File: src/rtl/regfile_write_arbiter.sv
// Round-robin arbiter sharing the register-file write port between two write-back
// requesters, with a registered write command and a pending-write scoreboard.
module regfile_write_arbiter #(
  parameter int DATA_WIDTH = 32,
  parameter int ADDR_WIDTH = 5,
  parameter int NUM_REGS   = 32
) (
  input  logic                  clk,
  input  logic                  reset,
  input  logic                  claim_valid,
  input  logic [ADDR_WIDTH-1:0] claim_reg,
  input  logic                  req0_valid,
  input  logic [ADDR_WIDTH-1:0] req0_reg,
  input  logic [DATA_WIDTH-1:0] req0_data,
  output logic                  req0_ready,
  input  logic                  req1_valid,
  input  logic [ADDR_WIDTH-1:0] req1_reg,
  input  logic [DATA_WIDTH-1:0] req1_data,
  output logic                  req1_ready,
  output logic                  RegWrite,
  output logic [ADDR_WIDTH-1:0] WriteRegister,
  output logic [DATA_WIDTH-1:0] WriteData,
  output logic [NUM_REGS-1:0]   busy_mask,
  input  logic [ADDR_WIDTH-1:0] rs_addr,
  input  logic [ADDR_WIDTH-1:0] rt_addr,
  output logic                  rs_busy,
  output logic                  rt_busy
);

  typedef enum logic {GRANT0 = 1'b0, GRANT1 = 1'b1} grantState_t;

  grantState_t           lastGrant;
  logic                  grant0;
  logic                  grant1;
  logic                  transfer;
  logic [ADDR_WIDTH-1:0] xferReg;
  logic [DATA_WIDTH-1:0] xferData;
  logic [NUM_REGS-1:0]   busyNext;

  // Under contention the requester that did not win last time is served.
  always_comb begin
    grant0   = req0_valid & (~req1_valid | (lastGrant == GRANT1));
    grant1   = req1_valid & (~req0_valid | (lastGrant == GRANT0));
    transfer = grant0 | grant1;
    xferReg  = grant0 ? req0_reg  : req1_reg;
    xferData = grant0 ? req0_data : req1_data;
  end

  assign req0_ready = grant0;
  assign req1_ready = grant1;

  // Clears are applied before the claim so a new producer overrides a completing one.
  always_comb begin
    busyNext = busy_mask;
    if (grant0) busyNext[req0_reg] = 1'b0;
    if (grant1) busyNext[req1_reg] = 1'b0;
    if (claim_valid && (claim_reg != '0)) busyNext[claim_reg] = 1'b1;
    busyNext[0] = 1'b0;
  end

  always_ff @(posedge clk or posedge reset) begin
    if (reset) begin
      RegWrite      <= 1'b0;
      WriteRegister <= '0;
      WriteData     <= '0;
      busy_mask     <= '0;
      lastGrant     <= GRANT1;
    end else begin
      busy_mask <= busyNext;
      RegWrite  <= transfer && (xferReg != '0);
      if (transfer) begin
        WriteRegister <= xferReg;
        WriteData     <= xferData;
        lastGrant     <= grant0 ? GRANT0 : GRANT1;
      end
    end
  end

  assign rs_busy = (rs_addr != '0) && busy_mask[rs_addr];
  assign rt_busy = (rt_addr != '0) && busy_mask[rt_addr];

endmodule

File: config.mk
export PLATFORM = sky130hd
export DESIGN_NAME = regfile_write_arbiter
export DESIGN_NICKNAME = d
export VERILOG_FILES = /design/src/rtl/regfile_write_arbiter.sv
export SDC_FILE = /design/constraint.sdc
export NUM_CORES = 1
export LEC_CHECK = 0
export BUFFER_PORTS_ARGS = -buffer_cell sky130_fd_sc_hd__buf_2
export CAP_MARGIN = 20
export CELL_PAD_IN_SITES_DETAIL_PLACEMENT = 1
export CELL_PAD_IN_SITES_GLOBAL_PLACEMENT = 2
export CORE_MARGIN = 1.5
export CORE_UTILIZATION = 30
export CTS_BUF_LIST = sky130_fd_sc_hd__clkbuf_4 sky130_fd_sc_hd__clkbuf_8 sky130_fd_sc_hd__clkbuf_16
export DETAILED_ROUTE_END_ITERATION = 8
export PLACE_DENSITY = 0.9
export SYNTH_ARGS = -nofsm -noshare
export SYNTH_HDL_FRONTEND = slang
export SYNTH_SLANG_ARGS = --single-unit
File: constraint.sdc
create_clock -name clk -period 5.8 [get_ports clk]
set_input_delay 0.58 -clock clk [delete_from_list [all_inputs] [get_ports clk]]
set_output_delay 0.58 -clock clk [all_outputs]
set_load 0.01 [all_outputs]
==> results_tabular.tex <==
\begin{tabular}{lr}
\hline
Metric & Value \\
\hline
\multicolumn{2}{l}{\textbf{Detailed routing}} \\
\quad Routed wire length & 15,100 um \\
\quad Routed wire per std cell & 18.6 um \\
\quad Count of antenna-violating nets left after detailed routing & 0 \\
\quad DRC & 0 \\
\quad Routed vias & 4,401 \\
\quad Detailed router's first-iteration violation count & 230 \\
\quad Pre-antenna DRT Iters & 4 \\
\quad Drt via density & 5.42 \\
\multicolumn{2}{l}{\textbf{Synth}} \\
\quad Most numerous cell types in the synthesized netlist & sky130\_fd\_sc\_hd\_\_nand2\_1, sky130\_fd\_sc\_hd\_\_dfrtp\_1, sky130\_fd\_sc\_hd\_\_a21oi\_1 \\
\quad Most used DFF post-synth & sky130\_fd\_sc\_hd\_\_dfrtp\_1 \\
\quad Top cells by area in the synthesized netlist & sky130\_fd\_sc\_hd\_\_dfrtp\_1, sky130\_fd\_sc\_hd\_\_a21oi\_1, sky130\_fd\_sc\_hd\_\_nand2\_1 \\
\quad Register bit count reported by yosys & 70 \\
\quad Most frequent cell after synthesis & sky130\_fd\_sc\_hd\_\_nand2\_1 \\
\quad Post-Syn Area & 4280 um\^{}2 \\
\quad Post-Synthesis Net Count & 582 \\
\quad Number of warnings printed during yosys synthesis & 0 \\
\quad Share of the synthesized area in the top cell type & 40.3\% \\
\quad FFs w/ async S/R, synth & 100\% \\
\quad Count of flip-flops with a built-in enable after synthesis & 0 \\
\quad Synth unique cells & 44 \\
\quad Sequential fraction of the synthesis area & 41.0\% \\
\quad Instance count of the mapped netlist & 488 \\
\quad Post-Synthesis Mean Instance Area & 8.77 um\^{}2 \\
\quad Dominant cell type by area after synthesis & sky130\_fd\_sc\_hd\_\_dfrtp\_1 \\
\multicolumn{2}{l}{\textbf{Timing}} \\
\quad Upper clock frequency limit & 321 MHz \\
\quad Setup Skew & 0.00533 ns \\
\quad Total negative slack for setup checks & 0 ns \\
\quad Fin. max-slew vios & 0 \\
\quad Final hold violation count & 0 \\
\quad Total of endpoints with negative setup slack in the final report & 0 \\
\quad Tmin final & 3.11 ns \\
\quad Normalized max-slew margin & 31.9\% \\
\quad Share of the clock period used by the worst path & 53.7\% \\
\quad Smallest setup slack after layout & 2.69 ns \\
\quad Setup repair after global routing missed its margin & no \\
\quad Actual transition at the worst max-transition pin & 1.02 ns \\
\multicolumn{2}{l}{\textbf{Outcome}} \\
\quad Result of the run & completed \\
\multicolumn{2}{l}{\textbf{Floorplan}} \\
\quad Count of boundary I/O pins & 168 \\
\quad Core ar. & 13,900 um\^{}2 \\
\quad Die Ht & 122 um \\
\quad Total Die Area & 15,000 um\^{}2 \\
\quad Row count & 43 \\
\quad Die outline width & 122 um \\
\quad Initial core utilization & 30.8\% \\
\multicolumn{2}{l}{\textbf{Clock network}} \\
\quad H-tree lvl count & 3 \\
\quad Count of hold-fix buffers inserted at cts & 0 \\
\quad Number of buffers inserted during clock tree synthesis & 9 \\
\quad Worst-skew pair later-pin latency & 0.34 ns \\
\quad Clock buffer depth & 2 \\
\quad Count of clock tree sinks & 70 \\
\quad Clk slew on worst S/H paths & 0.06 ns \\
\quad Post-CTS Setup Inserts & 0 \\
\quad CTS Root Cell & sky130\_fd\_sc\_hd\_\_clkbuf\_16 \\
\quad Quantity of gates resized following cts & 0 \\
\quad CTS tree & done \\
\multicolumn{2}{l}{\textbf{GRT}} \\
\quad Global route overflow & 0 \\
\quad Met1 usage & 25.9\% \\
\quad Met2 Resource Use GR & 33.2\% \\
\quad Largest net degree at the start of global routing & 71 \\
\quad Via count of the first global-routing pass & 4,436 \\
\quad Total global-route track usage & 20.2\% \\
\quad First-pass GRT wire length & 23,600 um \\
\quad Initial antenna violation count & 1 \\
\quad Layer carrying the most global-route usage & met2 \\
\quad Met3 demand-to-capacity share in global routing & 5.62\% \\
\multicolumn{2}{l}{\textbf{Finish}} \\
\quad Share of post-route cells with drive strength above 1 & 31.0\% \\
\quad Cell area after layout & 5480 um\^{}2 \\
\quad Synthesis-to-finish area growth & 27.9\% \\
\quad FILL cells & 1,702 \\
\quad Antenna diodes & 0 \\
\quad Final layout net count & 721 \\
\multicolumn{2}{l}{\textbf{Placed design}} \\
\quad DP HPWL & 11,300 um \\
\quad Port Buf Inserts & 166 \\
\quad Placer congestion estimate & 0.888 \\
\quad Instance area at placement & 5170 um\^{}2 \\
\quad Worst setup slack after placement & 2.55 ns \\
\multicolumn{2}{l}{\textbf{Worst setup path}} \\
\quad CP startpoint kind & flip-flop \\
\quad Top fanout value on the critical path & 43 \\
\quad Arrival time of the worst setup path & 2.53 ns \\
\quad Crit Reg-Reg Startpoint & lastGrant \\
\quad Critical path origin & lastGrant \\
\quad Critical setup path kind & flip-flop to primary output \\
\quad CP Data Required Time & 5.22 ns \\
\quad Worst Setup End Kind & primary output \\
\multicolumn{2}{l}{\textbf{Power}} \\
\quad Cell-internal power & 1.12 mW \\
\quad Part of the power in combinational logic & 26.3\% \\
\quad Static Leak & 2.49 nW \\
\quad Clock power share & 33.0\% \\
\quad Switching power total & 572 uW \\
\quad PD cells & 309 nW/um\^{}2 \\
\quad Sw Ratio & 33.8\% \\
\quad Maximum VDD drop & 0.140 mV \\
\quad Sequential group share of total power & 40.7\% \\
\multicolumn{2}{l}{\textbf{Min path}} \\
\quad Path category of the worst min-delay check & input pin to flip-flop \\
\quad Worst Hold Launch & req0\_data[5] \\
\multicolumn{2}{l}{\textbf{Flow run}} \\
\quad Reported max-cap violation count & 0 \\
\hline
\end{tabular}
==> cell families (layout without fill, tap and decap cells) <==
| logic type | Yosys count | in the layout | share of synthesized area (%) |
|---|---|---|---|
| simple gates | 175 | 175 | 22.2 |
| flops | 70 | 70 | 41.0 |
| other cells | 1 | 1 | 0.0876 |
| mux | 26 | 26 | 6.72 |
| buf+inv | 46 | 190 | 4.56 |
| compound gates | 170 | 170 | 25.5 |
==> per-layer routing <==
metal,wire (um),part of all wire (%),vias up
met2,7160,47,145
met4,197,1.3,2
met1,6560,43,2176
met3,1170,7.8,17
li1,-,-,2061
met5,10,0.066,-
==> worst max-delay path, stage by stage (launching register included) <==
cell and delay [ns]:
sky130_fd_sc_hd__dfstp_2 0.92, sky130_fd_sc_hd__nand2b_1 0.24, sky130_fd_sc_hd__nand2_4 0.13, sky130_fd_sc_hd__inv_2 0.63, sky130_fd_sc_hd__buf_2 0.26
==> per-stage QoR <==
stage	util, %	power (mW)	instances	hold WS (ns)
6_report	39.4	1.69	812	0.459
5_1_grt	39.4	1.78	812	0.470
4_1_cts	39.4	1.70	812	0.453
3_5_place_dp	37.3	1.14	796	0.554
3_3_place_gp	37.3	1.12	796	0.551
2_1_floorplan	-	0.920	488	0.482
==> registers in the layout, indices dropped and copies added, names as in the netlist <==
signal	count
WriteData	32
busy_mask	31
WriteRegister	5
RegWrite	1
lastGrant	1
==> power by group through the flow <==
stage	Sequential [mW]	Combinational, mW	Clock (mW)
after floorplan	0.695	0.225	0
after global placement	0.686	0.433	0
after detailed placement	0.694	0.447	0
after CTS	0.686	0.449	0.568
after global routing	0.700	0.490	0.589
final	0.687	0.444	0.558
==> cell type report <==
class,instances,area [um^2],share of cell area (%)
Multi-Input combinational cell,372,2330,42.6
Sequential cell,70,1750,32.0
Timing Repair Buffer,167,838,15.3
Clock buffer,9,225,4.11
Tap cell,180,225,4.11
Clock inverter,7,75.1,1.37
Inverter,7,26.3,0.480
==> worst paths after layout <==
path                                       to  cells past startpoint  slack [ns]
worst min register to register  busy_mask[12]                      1        0.57
min in group asynchronous       WriteData[25]                      3        0.52
worst min-delay path             WriteData[5]                      3        0.46
worst max-delay path               req0_ready                      4        2.69
worst max register to register   busy_mask[3]                      6        2.94
max in group asynchronous       WriteData[28]                      3        4.64
==> cell usage in the layout, fill, tap and decap left out, drive strengths merged, types with 2 or more instances in the layout <==
| cell type | synthesis | final |
|---|---|---|
| buf | 14 | 167 |
| nand2 | 78 | 78 |
| dfrtp | 69 | 69 |
| a21oi | 68 | 68 |
| o21ai | 37 | 37 |
| nand2b | 36 | 36 |
| mux2i | 22 | 22 |
| a32o | 16 | 16 |
| a22o | 15 | 15 |
| a22oi | 14 | 14 |
| nor2b | 11 | 11 |
| nor3b | 11 | 11 |
| clkbuf | 25 | 9 |
| nor2 | 9 | 9 |
| and3b | 8 | 8 |
| a221oi | 8 | 8 |
| inv | 7 | 7 |
| and3 | 6 | 6 |
| a2111oi | 5 | 5 |
| nor3 | 4 | 4 |
| nand3 | 3 | 3 |
| a211oi | 3 | 3 |
| clkinvlp | 0 | 3 |
| and2 | 3 | 3 |
| clkinv | 0 | 3 |
| mux4 | 2 | 2 |
| mux2 | 2 | 2 |
| nand4 | 2 | 2 |
| nand4b | 2 | 2 |
No activity file was read; power rests on OpenSTA's default activity.
